## config.mk

```make
export PLATFORM = sky130hd
export DESIGN_NAME = pipe_vr
export DESIGN_NICKNAME = d
export VERILOG_FILES = /design/src/rtl/pipe_pkg.sv /design/src/rtl/pipe_vr_slice.sv /design/src/rtl/pipe_vr.sv
export SDC_FILE = /design/constraint.sdc
export NUM_CORES = 1
export LEC_CHECK = 0
export CAP_MARGIN = 5
export CORE_UTILIZATION = 59
export CTS_BUF_LIST = sky130_fd_sc_hd__clkbuf_8
export DETAILED_ROUTE_END_ITERATION = 8
export HOLD_SLACK_MARGIN = 0.08
export PLACE_DENSITY = 0.94
export SYNTH_ARGS = -nofsm -noshare
export SYNTH_HDL_FRONTEND = slang
export SYNTH_SLANG_ARGS = --single-unit
```

## constraint.sdc

```tcl
create_clock -name clk -period 2.9 [get_ports clk]
set_input_delay 0.435 -clock clk [delete_from_list [all_inputs] [get_ports clk]]
set_output_delay 0.435 -clock clk [all_outputs]
set_load 0.03 [all_outputs]
```

## src/rtl/pipe_pkg.sv

```systemverilog
// Shared types and sizing helpers for the pipe_vr valid/ready pipeline.
package pipe_pkg;

    typedef enum logic [1:0] {SK_EMPTY, SK_ONE, SK_TWO} skid_state_t;
    typedef enum logic {RG_EMPTY, RG_FULL} reg_state_t;

    // Occupancy counter width: holds 0..slots*depth inclusive.
    function automatic int count_width(input int depth, input int reg_ready);
        return $clog2(((reg_ready != 0) ? 2 : 1) * depth + 1);
    endfunction

endpackage

```

## src/rtl/pipe_vr_slice.sv

```systemverilog
// One pipeline stage: either a 2-entry skid buffer with registered ready,
// or a single register with combinational ready pass-through.
module pipe_vr_slice
    import pipe_pkg::*;
#(
    parameter int WIDTH     = 8,
    parameter int REG_READY = 1
) (
    input  logic             clk,
    input  logic             reset,
    input  logic [WIDTH-1:0] up_data,
    input  logic             up_valid,
    output logic             up_ready,
    output logic [WIDTH-1:0] dn_data,
    output logic             dn_valid,
    input  logic             dn_ready
);

    logic up_xfer;
    logic dn_xfer;

    assign up_xfer = up_valid & up_ready;
    assign dn_xfer = dn_valid & dn_ready;

    if (REG_READY != 0) begin : g_skid
        skid_state_t      state;
        skid_state_t      state_nxt;
        logic [WIDTH-1:0] main_p0;
        logic [WIDTH-1:0] skid_p0;
        logic             ready_q;

        always_comb begin
            state_nxt = state;
            case (state)
                SK_EMPTY: if (up_xfer) state_nxt = SK_ONE;
                SK_ONE: begin
                    if (up_xfer && !dn_xfer)      state_nxt = SK_TWO;
                    else if (!up_xfer && dn_xfer) state_nxt = SK_EMPTY;
                end
                SK_TWO:   if (dn_xfer) state_nxt = SK_ONE;
                default:  state_nxt = SK_EMPTY;
            endcase
        end

        // Ready is a flop computed from the next state, so it never sees dn_ready combinationally.
        always_ff @(posedge clk) begin
            if (reset) begin
                state   <= SK_EMPTY;
                ready_q <= 1'b1;
            end else begin
                state   <= state_nxt;
                ready_q <= (state_nxt != SK_TWO);
            end
        end

        always_ff @(posedge clk) begin
            case (state)
                SK_EMPTY: if (up_xfer) main_p0 <= up_data;
                SK_ONE: begin
                    if (up_xfer && dn_xfer) main_p0 <= up_data;
                    else if (up_xfer)       skid_p0 <= up_data;
                end
                SK_TWO:   if (dn_xfer) main_p0 <= skid_p0;
                default: ;
            endcase
        end

        assign up_ready = ready_q;
        assign dn_valid = (state != SK_EMPTY);
        assign dn_data  = main_p0;
    end else begin : g_simple
        reg_state_t       state;
        logic [WIDTH-1:0] data_p0;

        always_ff @(posedge clk) begin
            if (reset)        state <= RG_EMPTY;
            else if (up_xfer) state <= RG_FULL;
            else if (dn_xfer) state <= RG_EMPTY;
        end

        always_ff @(posedge clk) begin
            if (up_xfer) data_p0 <= up_data;
        end

        assign up_ready = (state == RG_EMPTY) | dn_ready;
        assign dn_valid = (state == RG_FULL);
        assign dn_data  = data_p0;
    end

endmodule

```

## src/rtl/pipe_vr.sv

```systemverilog
// Parametrised valid/ready pipeline: DEPTH slices in series plus an occupancy counter.
module pipe_vr
    import pipe_pkg::*;
#(
    parameter  int WIDTH     = 8,
    parameter  int DEPTH     = 2,
    parameter  int REG_READY = 1,
    localparam int CW        = count_width(DEPTH, REG_READY)
) (
    input  logic             clk,
    input  logic             reset,
    input  logic [WIDTH-1:0] i_data,
    input  logic             i_valid,
    output logic             i_ready,
    output logic [WIDTH-1:0] o_data,
    output logic             o_valid,
    input  logic             o_ready,
    output logic [CW-1:0]    count
);

    for (genvar k = 0; k < DEPTH; k++) begin : g_stage
        logic [WIDTH-1:0] up_data;
        logic             up_valid;
        logic             up_ready;
        logic [WIDTH-1:0] dn_data;
        logic             dn_valid;
        logic             dn_ready;

        if (k == 0) begin : g_head
            assign up_data  = i_data;
            assign up_valid = i_valid;
        end else begin : g_link
            assign up_data  = g_stage[k-1].dn_data;
            assign up_valid = g_stage[k-1].dn_valid;
        end

        if (k == DEPTH - 1) begin : g_tail
            assign dn_ready = o_ready;
        end else begin : g_next
            assign dn_ready = g_stage[k+1].up_ready;
        end

        pipe_vr_slice #(
            .WIDTH    (WIDTH),
            .REG_READY(REG_READY)
        ) u_slice (
            .clk     (clk),
            .reset   (reset),
            .up_data (up_data),
            .up_valid(up_valid),
            .up_ready(up_ready),
            .dn_data (dn_data),
            .dn_valid(dn_valid),
            .dn_ready(dn_ready)
        );
    end

    assign i_ready = g_stage[0].up_ready;
    assign o_data  = g_stage[DEPTH-1].dn_data;
    assign o_valid = g_stage[DEPTH-1].dn_valid;

    logic in_xfer;
    logic out_xfer;

    assign in_xfer  = i_valid & i_ready;
    assign out_xfer = o_valid & o_ready;

    // Occupancy tracked by its own up/down counter rather than summing slice states.
    always_ff @(posedge clk) begin
        if (reset)                     count <= '0;
        else if (in_xfer && !out_xfer) count <= count + CW'(1);
        else if (!in_xfer && out_xfer) count <= count - CW'(1);
    end

endmodule
```

==> run_results.csv <==
group,metric,value,unit
setup_path,cp.required,3130,ps
clock_network,cts.path.max_buffers,2,
cells_and_area,final_nets,145,
cells_and_area,final_layout_size_suffix_gt1_share,21.80,%
setup_path,path_class,"input port to flip-flop",
power,ir_drop,0.7022,mV
power,intPower,0.0009003,W
sta,setup_viol,0,
sta,slew_headroom,69.38,%
setup_path,reg2reg_slack,930,ps
power,p_sw_share,23.97,%
die,initial_utilization,63.96,%
clock_network,clk-insertion-delay-late,290,ps
clock_network,post-cts-setup-buffers,0,
yosys,ys_ff_latch,41,
min_path,worstHoldPathType,"flip-flop to flip-flop",
setup_path,crit_path_end_kind,"flip-flop",
global_route,antenna_found_initial,0,
die,ios,25,
setup_path,cpPeakStageDelay,500,ps
clock_network,path_clk_slew,80,ps
sta,hold_slack,448.9,ps
clock_network,numCtsBuffers,5,
routing,avgRoutedWirePerCell,16.02,um
sta,slew_viol_final,0,
routing,vias_per_cell,5.656,
die,core_area,2545,um^2
global_route,met2_usage,32.93,%
power,pwr-share-seq,57.7,%
setup_path,crit_start,"o_ready",
sta,skew,7.610,ps
place,dp_cells,155,
routing,first_pass_iters,4,
yosys,synth_area,1628,um^2
setup_path,critPathArrivalTime,2360,ps
setup_path,cpMaxStageDelayCell,"clkdlybuf4s50_1",
power,p_clk_share,29.0,%
global_route,grt_busiest_layer,"met2",
sta,setup_tns,0,ps
setup_path,cp_max_fo,6,
power,power.leakage,0.6905,nW
global_route,met1_usage,24.39,%
yosys,synth_cells,102,
sta,rsz0062_at_grt,"no",
setup_path,reg2reg_depth,6,
clock_network,cts.sinks,41,
routing,drc_errors,0,
global_route,grt_pass1_vias,854,
setup_path,path_cells,"clkdlybuf4s50_1, o21ai_2, nand3_1, fa_1, or3b_1, a21o_1, a21oi_2",
clock_network,htree_levels,2,
clock_network,cts_tree,"done",
yosys,ys.warnings.count,0,
global_route,overflow,0,
yosys,syn_area_per_cell,15.96,um^2
setup_path,r2r_end,"count[2]$_SDFFE_PP0P_",
setup_path,regToRegStartpoint,"g_stage[1].u_slice.g_skid.state[1]$_SDFF_PP0_",
sta,finalCritPeriodShare,73.60,%
yosys,yosys.cell_types.count,35,
sta,layout_setup_ws,765.6,ps
place,dp_slack,471.1,ps
sta,hold_viol_final,0,
place,place_congestion,0.6918,
flow_run,drv_cap,0,
sta,worstMarginPinSlew,459.2,ps
yosys,yosysSeqAreaShare,70.10,%
clock_network,cts_resized,0,
place,io_buffer_count,24,
global_route,grt_max_degree,12,
cells_and_area,stdcell_count,163,
global_route,grt_use_met3,10.56,%
die,die_area,2973,um^2
die,placementRows,18,
power,share_comb_of_total_power,13.4,%
yosys,synth_fp_nets,115,
sta,max_freq,468.5,MHz
clock_network,postCtsHoldBufs,0,
cells_and_area,syn_to_final_growth,21.60,%
die,die_h,54.53,um
power,finalPower,0.001184,W
power,p_per_area,598.3,nW/um^2
outcome,run_status,"finished, final reports clean",
global_route,grt_pass1_wl,4022,um
routing,num_vias,922,
global_route,track_usage,21.54,%
cells_and_area,diodes,0,
power,p_sw,0.0002839,W
clock_network,root_buffer,"clkbuf_8",
setup_path,crit_path_end,"count[2]$_SDFFE_PP0P_",
setup_path,worst_setup_path_start_kind,"input port",
die,die_w,54.53,um
routing,drtIter0Drc,29,
place,hpwl,1900,um
routing,totalWireLength,2611,um
routing,ant_nets,0,
sta,min_period,2134,ps
==> worst max-delay path, delay by kind of cell <==
| family | cells | cell delay, ps |
|---|---|---|
| AOI/OAI and AO/OA | 3 | 460 |
| adders and majority gates | 1 | 410 |
| buffers and inverters | 1 | 500 |
| and+or+nand+nor | 2 | 550 |
==> through the flow <==
step / utilization [%] / area (um^2)
2_1_floorplan: - / 1628
3_3_place_gp: 74.63 / 1899
3_5_place_dp: 74.63 / 1899
4_1_cts: 77.78 / 1979
5_1_grt: 77.78 / 1979
6_report: 77.78 / 1979
==> metal layers <==
layer | wire (um) | up-vias
met2 | 1327 | 25
met4 | 62 | 0
met1 | 1119 | 450
met3 | 101 | 6
li1 | - | 441
met5 | 0 | -
==> registers in the layout, indices dropped and copies added, names as in the netlist <==
register                        flops
g_stage.u_slice.dn_data            16
g_stage.u_slice.g_skid.skid_p0     16
g_stage.u_slice.up_ready            2
g_stage.u_slice.g_skid.state        4
count                               3
==> cells in the final DEF (no fill, tap or decap), types with 2 or more instances in the layout <==
master	netlist	routed
nand2b_1	2	2
mux2_2	16	16
buf_4	0	2
clkdlybuf4s50_1	0	24
inv_1	1	4
mux2i_1	2	2
nor3_1	2	2
dfxtp_1	9	9
o21ai_2	2	2
nand3_1	2	2
edfxtp_1	32	32
clkbuf_8	0	5
nand2_1	2	2
nor2_1	7	7
a21oi_1	2	2
==> cells by family after synthesis <==
group           synth area share (%)
compound gates                 5.612
xor+xnor                       1.076
fa+ha+maj                      1.230
buf+inv                        1.536
flops                          70.10
mux                            12.30
simple gates                   8.150
==> worst min-delay path by stage <==
stage	startpoint	endpoint	slack, ps	cells after the start
after global routing	g_stage[0].u_slice.dn_data[7]$_DFFE_PP_	g_stage[1].u_slice.g_skid.skid_p0[7]$_DFFE_PP_	460	0
after detailed placement	g_stage[0].u_slice.dn_data[7]$_DFFE_PP_	g_stage[1].u_slice.g_skid.skid_p0[7]$_DFFE_PP_	440	0
after global placement	g_stage[0].u_slice.dn_data[7]$_DFFE_PP_	g_stage[1].u_slice.g_skid.skid_p0[7]$_DFFE_PP_	440	0
after CTS	g_stage[0].u_slice.dn_data[7]$_DFFE_PP_	g_stage[1].u_slice.g_skid.skid_p0[7]$_DFFE_PP_	450	0
final	g_stage[0].u_slice.dn_data[7]$_DFFE_PP_	g_stage[1].u_slice.g_skid.skid_p0[7]$_DFFE_PP_	450	0
after floorplan	g_stage[0].u_slice.dn_data[0]$_DFFE_PP_	g_stage[1].u_slice.g_skid.skid_p0[0]$_DFFE_PP_	420	0
==> area by class of cell <==
type,count,area (um^2)
clock buffers,5,68.82
repair buffers,26,255.2
multi-input cells,57,461.7
fillers,150,565.5
flip-flops and latches,41,1141
inverters,1,3.754
clock inverters,3,11.26
well taps,30,37.54
==> Yosys cell counts, drive strengths merged <==
cell type  number  area share [%]
edfxtp         32              59
mux2           16              11
dfxtp           9              11
nor2            7             1.6
a21oi           3             1.2
buf             2             1.0
mux2i           2             1.2
nand2           2            0.46
nand2b          2            0.77
nand3           2            0.61
nor2b           2            0.92
nor3            2            0.61
o21ai           2             1.1
a211oi          1            0.46
a21o            1            0.46
a221oi          1            0.54
and2            1            0.38
and3b           1            0.54
clkbuf          1            0.31
fa              1             1.2
inv             1            0.23
nand3b          1            0.46
nand4           1            0.38
o21a            1            0.46
o21bai          1            0.46
o22a            1            0.54
o31ai           1            0.46
or2             1            0.38
or3             1            0.46
or3b            1            0.54
xnor2           1            0.54
xor2            1            0.54
==> power by group through the flow <==
| stage | Sequential [W] | Clock, W | Combinational, W |
|---|---|---|---|
| floorplan | 0.000721 | 0 | 0.0000645 |
| global placement | 0.000693 | 0 | 0.000148 |
| detailed placement | 0.000696 | 0 | 0.000157 |
| CTS | 0.000683 | 0.000351 | 0.000158 |
| global route | 0.000686 | 0.000365 | 0.000171 |
| finish | 0.000683 | 0.000343 | 0.000158 |
No activity file was read; power rests on OpenSTA's default activity.
